File: src/rtl/uart_rx_os.sv
// uart_rx_os: oversampling UART receiver (start / DATA_BITS data LSB-first / 1 stop).
// The start bit is confirmed at its middle. Data and stop bits are then sampled
// one full bit period apart. rx_done and frame_err are registered one-clk pulses.
// Optional feature: define UART_RX_SYNC_EN to put a 2-flop synchronizer (reset
// value 1) in front of all receive logic. Every sampling point then moves 2 clk later.
module uart_rx_os #(
  parameter int OVERSAMPLE = 16,
  parameter int DATA_BITS  = 8
) (
  input  logic                 clk,
  input  logic                 rst,
  input  logic                 baud_tick,
  input  logic                 rx,
  output logic [DATA_BITS-1:0] rx_data,
  output logic                 rx_done,
  output logic                 rx_busy,
  output logic                 frame_err
);

  localparam int TW = $clog2(OVERSAMPLE);
  localparam int BW = $clog2(DATA_BITS);
  localparam logic [TW-1:0] TICK_MID  = TW'(OVERSAMPLE / 2 - 1);
  localparam logic [TW-1:0] TICK_LAST = TW'(OVERSAMPLE - 1);
  localparam logic [BW-1:0] BIT_LAST  = BW'(DATA_BITS - 1);

  typedef enum logic [1:0] {IDLE, START, DATA, STOP} state_t;

  // Line as seen by the receive logic (synchronized or direct).
  logic rx_s;

`ifdef UART_RX_SYNC_EN
  logic [1:0] sync_q, sync_d;

  // Shift the raw line into the two-stage synchronizer.
  always_comb begin
    sync_d = {sync_q[0], rx};
  end

  // Synchronizer flops reset to the idle (high) line level.
  always_ff @(posedge clk or posedge rst) begin
    if (rst) begin
      sync_q <= 2'b11;
    end else begin
      sync_q <= sync_d;
    end
  end

  assign rx_s = sync_q[1];
`else
  assign rx_s = rx;
`endif

  state_t                state_q, state_d;
  logic [TW-1:0]         tick_q, tick_d;
  logic [BW-1:0]         bit_q, bit_d;
  logic [DATA_BITS-1:0]  shift_q, shift_d;
  logic [DATA_BITS-1:0]  data_q, data_d;
  logic                  done_q, done_d;
  logic                  ferr_q, ferr_d;

  // Next-state, counter, shift register and output-pulse logic.
  // Without a baud_tick everything holds, except that a low line in IDLE
  // starts a frame on any clk.
  always_comb begin
    state_d = state_q;
    tick_d  = tick_q;
    bit_d   = bit_q;
    shift_d = shift_q;
    data_d  = data_q;
    done_d  = 1'b0;
    ferr_d  = 1'b0;

    unique case (state_q)
      IDLE: begin
        if (!rx_s) begin
          state_d = START;
          tick_d  = '0;
        end
      end

      START: begin
        if (baud_tick) begin
          if (tick_q == TICK_MID) begin
            // Middle of the start bit. A high line here was only a glitch.
            tick_d  = '0;
            bit_d   = '0;
            state_d = rx_s ? IDLE : DATA;
          end else begin
            tick_d = tick_q + 1'b1;
          end
        end
      end

      DATA: begin
        if (baud_tick) begin
          if (tick_q == TICK_LAST) begin
            // Middle of a data bit. LSB arrives first, so shift right from the MSB.
            shift_d = {rx_s, shift_q[DATA_BITS-1:1]};
            tick_d  = '0;
            if (bit_q == BIT_LAST) begin
              bit_d   = '0;
              state_d = STOP;
            end else begin
              bit_d = bit_q + 1'b1;
            end
          end else begin
            tick_d = tick_q + 1'b1;
          end
        end
      end

      STOP: begin
        if (baud_tick) begin
          if (tick_q == TICK_LAST) begin
            // Middle of the stop bit. Only a high stop bit publishes the word.
            tick_d  = '0;
            state_d = IDLE;
            if (rx_s) begin
              data_d = shift_q;
              done_d = 1'b1;
            end else begin
              ferr_d = 1'b1;
            end
          end else begin
            tick_d = tick_q + 1'b1;
          end
        end
      end

      default: begin
        state_d = IDLE;
        tick_d  = '0;
        bit_d   = '0;
      end
    endcase
  end

  // Receiver state and output registers. Reset clears everything, including rx_data.
  always_ff @(posedge clk or posedge rst) begin
    if (rst) begin
      state_q <= IDLE;
      tick_q  <= '0;
      bit_q   <= '0;
      shift_q <= '0;
      data_q  <= '0;
      done_q  <= 1'b0;
      ferr_q  <= 1'b0;
    end else begin
      state_q <= state_d;
      tick_q  <= tick_d;
      bit_q   <= bit_d;
      shift_q <= shift_d;
      data_q  <= data_d;
      done_q  <= done_d;
      ferr_q  <= ferr_d;
    end
  end

  assign rx_data   = data_q;
  assign rx_done   = done_q;
  assign frame_err = ferr_q;
  assign rx_busy   = (state_q != IDLE);

endmodule

File: config.mk
export PLATFORM = sky130hd
export DESIGN_NAME = uart_rx_os
export DESIGN_NICKNAME = d
export VERILOG_FILES = /design/src/rtl/uart_rx_os.sv
export SDC_FILE = /design/constraint.sdc
export NUM_CORES = 1
export LEC_CHECK = 0
export ABC_AREA = 0
export ABC_CLOCK_PERIOD_IN_PS = 2200
export BUFFER_PORTS_ARGS = -buffer_cell sky130_fd_sc_hd__buf_4
export CAP_MARGIN = 10
export CORE_MARGIN = 8
export CORE_UTILIZATION = 35
export CTS_BUF_LIST = sky130_fd_sc_hd__clkbuf_16
export DETAILED_ROUTE_END_ITERATION = 16
export SLEW_MARGIN = 20
export SYNTH_ARGS = -nofsm -noshare
export SYNTH_HDL_FRONTEND = slang
export SYNTH_SLANG_ARGS = --single-unit
File: constraint.sdc
create_clock -name clk -period 2.2 [get_ports clk]
set_input_delay 0.11 -clock clk [delete_from_list [all_inputs] [get_ports clk]]
set_output_delay 0.11 -clock clk [all_outputs]
set_load 0.02 [all_outputs]
==> out/qor.yml <==
setup_path:
  r2r-start: "tick_q[0]$_DFFE_PP0P_"
  required_ns: 2.34
  arrival_ns: 2.05
  critPathLaunchType: "flip-flop"
  rr_worst_depth: 4
  critPathCaptureType: "flip-flop"
  reg2reg_setup_slack_ns: 0.29
  path_max_fanout: 9
  r2r_end: "rx_data[3]$_DFFE_PP0P_"
  crit_type: "flip-flop to flip-flop"
min_path:
  holdPathEnd: "frame_err$_DFF_PP0_"
  hp-start: "rx"
  hp-class: "input pin to flip-flop"
  min_path_cells: 2
routing:
  via_per_inst: 5.08
  post_drt_wl_per_cell_um: 14.2
  drt-initial-drc-count: 67
  wl_um: 2310
  drcViolationCount: 0
  postRouteAntennaNets: 0
  dr.pass1.iters: 4
  num_vias: 823
clock_tree:
  cts_buffer_depth: 2
  root_buffer: "clkbuf_16"
  numCtsBuffers: 3
  path_clk_slew_ns: 0.07
  clk_latency_ns: 0.26
  h-tree-depth: 1
  cts_tree: "done"
  cts_resized: 0
  cts_sinks: 27
global_route:
  grt_pass1_vias: 838
  grt-ovfl-total: 0
  antenna_found_initial: 0
  grt_max_degree: 28
  track_usage_pct: 8.52
  grt_pass1_wl_um: 4220
die:
  fp.dieH_um: 76.1
  initial_core_util_pct: 35.3
  die_area_um2: 5790
  coreArea_um2: 3580
  rows: 22
  ios: 15
  die_w_um: 76.1
layout:
  fillers: 363
  utilization_pct: 42.2
  areaGrowthSynthToFinish_pct: 19.5
  n_antenna_cell: 0
  final_common_cell: "dfrtp_1"
  fin_nets: 122
  layout_common_cells: "27 x dfrtp_1, 19 x mux2_2, 15 x buf_4, 4 x inv_1"
  drive_gt1_share_pct: 39.5
pwr:
  power_w: 0.00128
  ir_drop_mv: 0.366
  power.density_nw_per_um2: 848
  p_leak_nw: 0.731
synthesis:
  synth_area_um2: 1260
  synth_nets: 105
  yosysWarnings: 0
  ys_seq_area_share_pct: 53.4
  ys_ff_latch: 27
  avgSynthCellArea_um2: 12.9
  postSynthCellCount: 98
  synth_cell_types: 35
timing:
  setup_violations: 0
  finalHoldViolCount: 0
  slew_headroom_pct: 69.6
  drv_slew: 0
  tightest_slew_ns: 0.456
  finalClockSkew_ns: 0.00443
  rsz0062_at_grt: "false"
  setup_tns_ns: 0
  fin_crit_ns: 1.91
  max_clock_freq_mhz: 525
  post-route-period-util_pct: 86.6
place:
  gp_congestion: 0.789
  place_hpwl_um: 1620
  portBuffers: 14
run:
  max-cap-violations: 0
outcome:
  status: "complete, no violations"
[final cells by class]
class / count / area (um2) / area share (%)
Clock buffer: 3 / 75.1 / 4.97
Clock inverter: 1 / 7.51 / 0.497
Inverter: 4 / 15.0 / 0.993
Multi-Input combinational cell: 63 / 556 / 36.8
Sequential cell: 27 / 676 / 44.7
Tap cell: 48 / 60.1 / 3.97
Timing Repair Buffer: 16 / 123 / 8.11
[worst max-delay path: stages, from the launching register on]
cell,delay (ns)
dfrtp_1,0.41
ha_1,0.37
nand4_4,0.19
nor3_4,0.44
mux2_2,0.39
[how the worst max path moves through the flow]
stage / slack [ns] / endpoint / startpoint
2_1_floorplan: 0.55 / rx_data[0]$_DFFE_PP0P_ / tick_q[0]$_DFFE_PP0P_
5_1_grt: 0.20 / rx_data[3]$_DFFE_PP0P_ / tick_q[0]$_DFFE_PP0P_
3_3_place_gp: 0.38 / rx_data[1]$_DFFE_PP0P_ / tick_q[0]$_DFFE_PP0P_
6_report: 0.29 / rx_data[3]$_DFFE_PP0P_ / tick_q[0]$_DFFE_PP0P_
3_5_place_dp: 0.32 / rx_data[7]$_DFFE_PP0P_ / tick_q[0]$_DFFE_PP0P_
4_1_cts: 0.31 / rx_data[1]$_DFFE_PP0P_ / tick_q[0]$_DFFE_PP0P_
[flip-flops by register name, indices dropped and copies added (netlist names), named ones only]
signal,flops
rx_data,8
shift_q,8
rx_done,1
tick_q,4
state_q,1
bit_q,3
frame_err,1
[synthesized netlist by cell type (all sizes together)]
library cell | count | area, um2
o211ai | 1 | 7.51
dfrtp | 27 | 676
and4 | 1 | 10.0
o21ba | 1 | 10.0
or3b | 1 | 8.76
nor3 | 4 | 31.3
nand2 | 2 | 7.51
o21ai | 2 | 10.0
nand4 | 3 | 33.8
nor2 | 2 | 10.0
o2111ai | 1 | 8.76
inv | 4 | 15.0
ha | 3 | 37.5
a41oi | 1 | 8.76
o32ai | 1 | 8.76
nand2b | 2 | 12.5
nor3b | 2 | 15.0
or2 | 1 | 6.26
and3 | 2 | 12.5
mux2i | 1 | 10.0
o21a | 1 | 7.51
or4bb | 1 | 11.3
nand4b | 1 | 8.76
nand3b | 2 | 15.0
nand3 | 3 | 15.0
mux2 | 19 | 214
a31oi | 1 | 6.26
buf | 3 | 15.0
a221o | 1 | 10.0
a21oi | 3 | 18.8
clkbuf | 1 | 3.75
[cell families (layout without fill, tap and decap cells)]
family	Yosys count	after routing	share of synthesized area, %
mux	20	20	17.7
fa+ha+maj	3	3	2.97
simple gates	27	27	15.6
buf+inv	8	24	2.67
flops	27	27	53.4
compound gates	13	13	7.62
[power by group]
| part | switching (W) | leakage [nW] | internal (W) | total, W |
|---|---|---|---|---|
| clock network | 0.000168 | 0.0371 | 0.000247 | 0.000415 |
| logic | 0.000112 | 0.329 | 0.0000992 | 0.000211 |
| registers | 0.000114 | 0.365 | 0.000541 | 0.000655 |
[per-stage QoR]
stage / std cells / cell area (um2) / hold slack (ns) / worst slack [ns]
floorplan: 98 / 1260 / 0.163 / 0.546
global placement: 157 / 1420 / 0.193 / 0.381
detailed placement: 157 / 1420 / 0.207 / 0.316
CTS: 162 / 1510 / 0.0546 / 0.311
global route: 162 / 1510 / 0.0588 / 0.204
finish: 162 / 1510 / 0.0592 / 0.294
[layer usage]
layer  part of all wire [%]  track usage, %  up-vias  routed length [um]
met5                      0               0        -                   0
met4                    1.2            3.46        0                  27
met3                    3.7            1.65        2                  86
met2                     48            13.6       12                1100
met1                     47            11.0      417                1090
li1                       -               -      392                   -
[repair_timing]
item                                   4_1_cts  5_1_grt
setup buffers                                0        0
endpoints found under the hold margin       27        0
hold buffers                                 1        0
(Power assumes the default switching activity.)
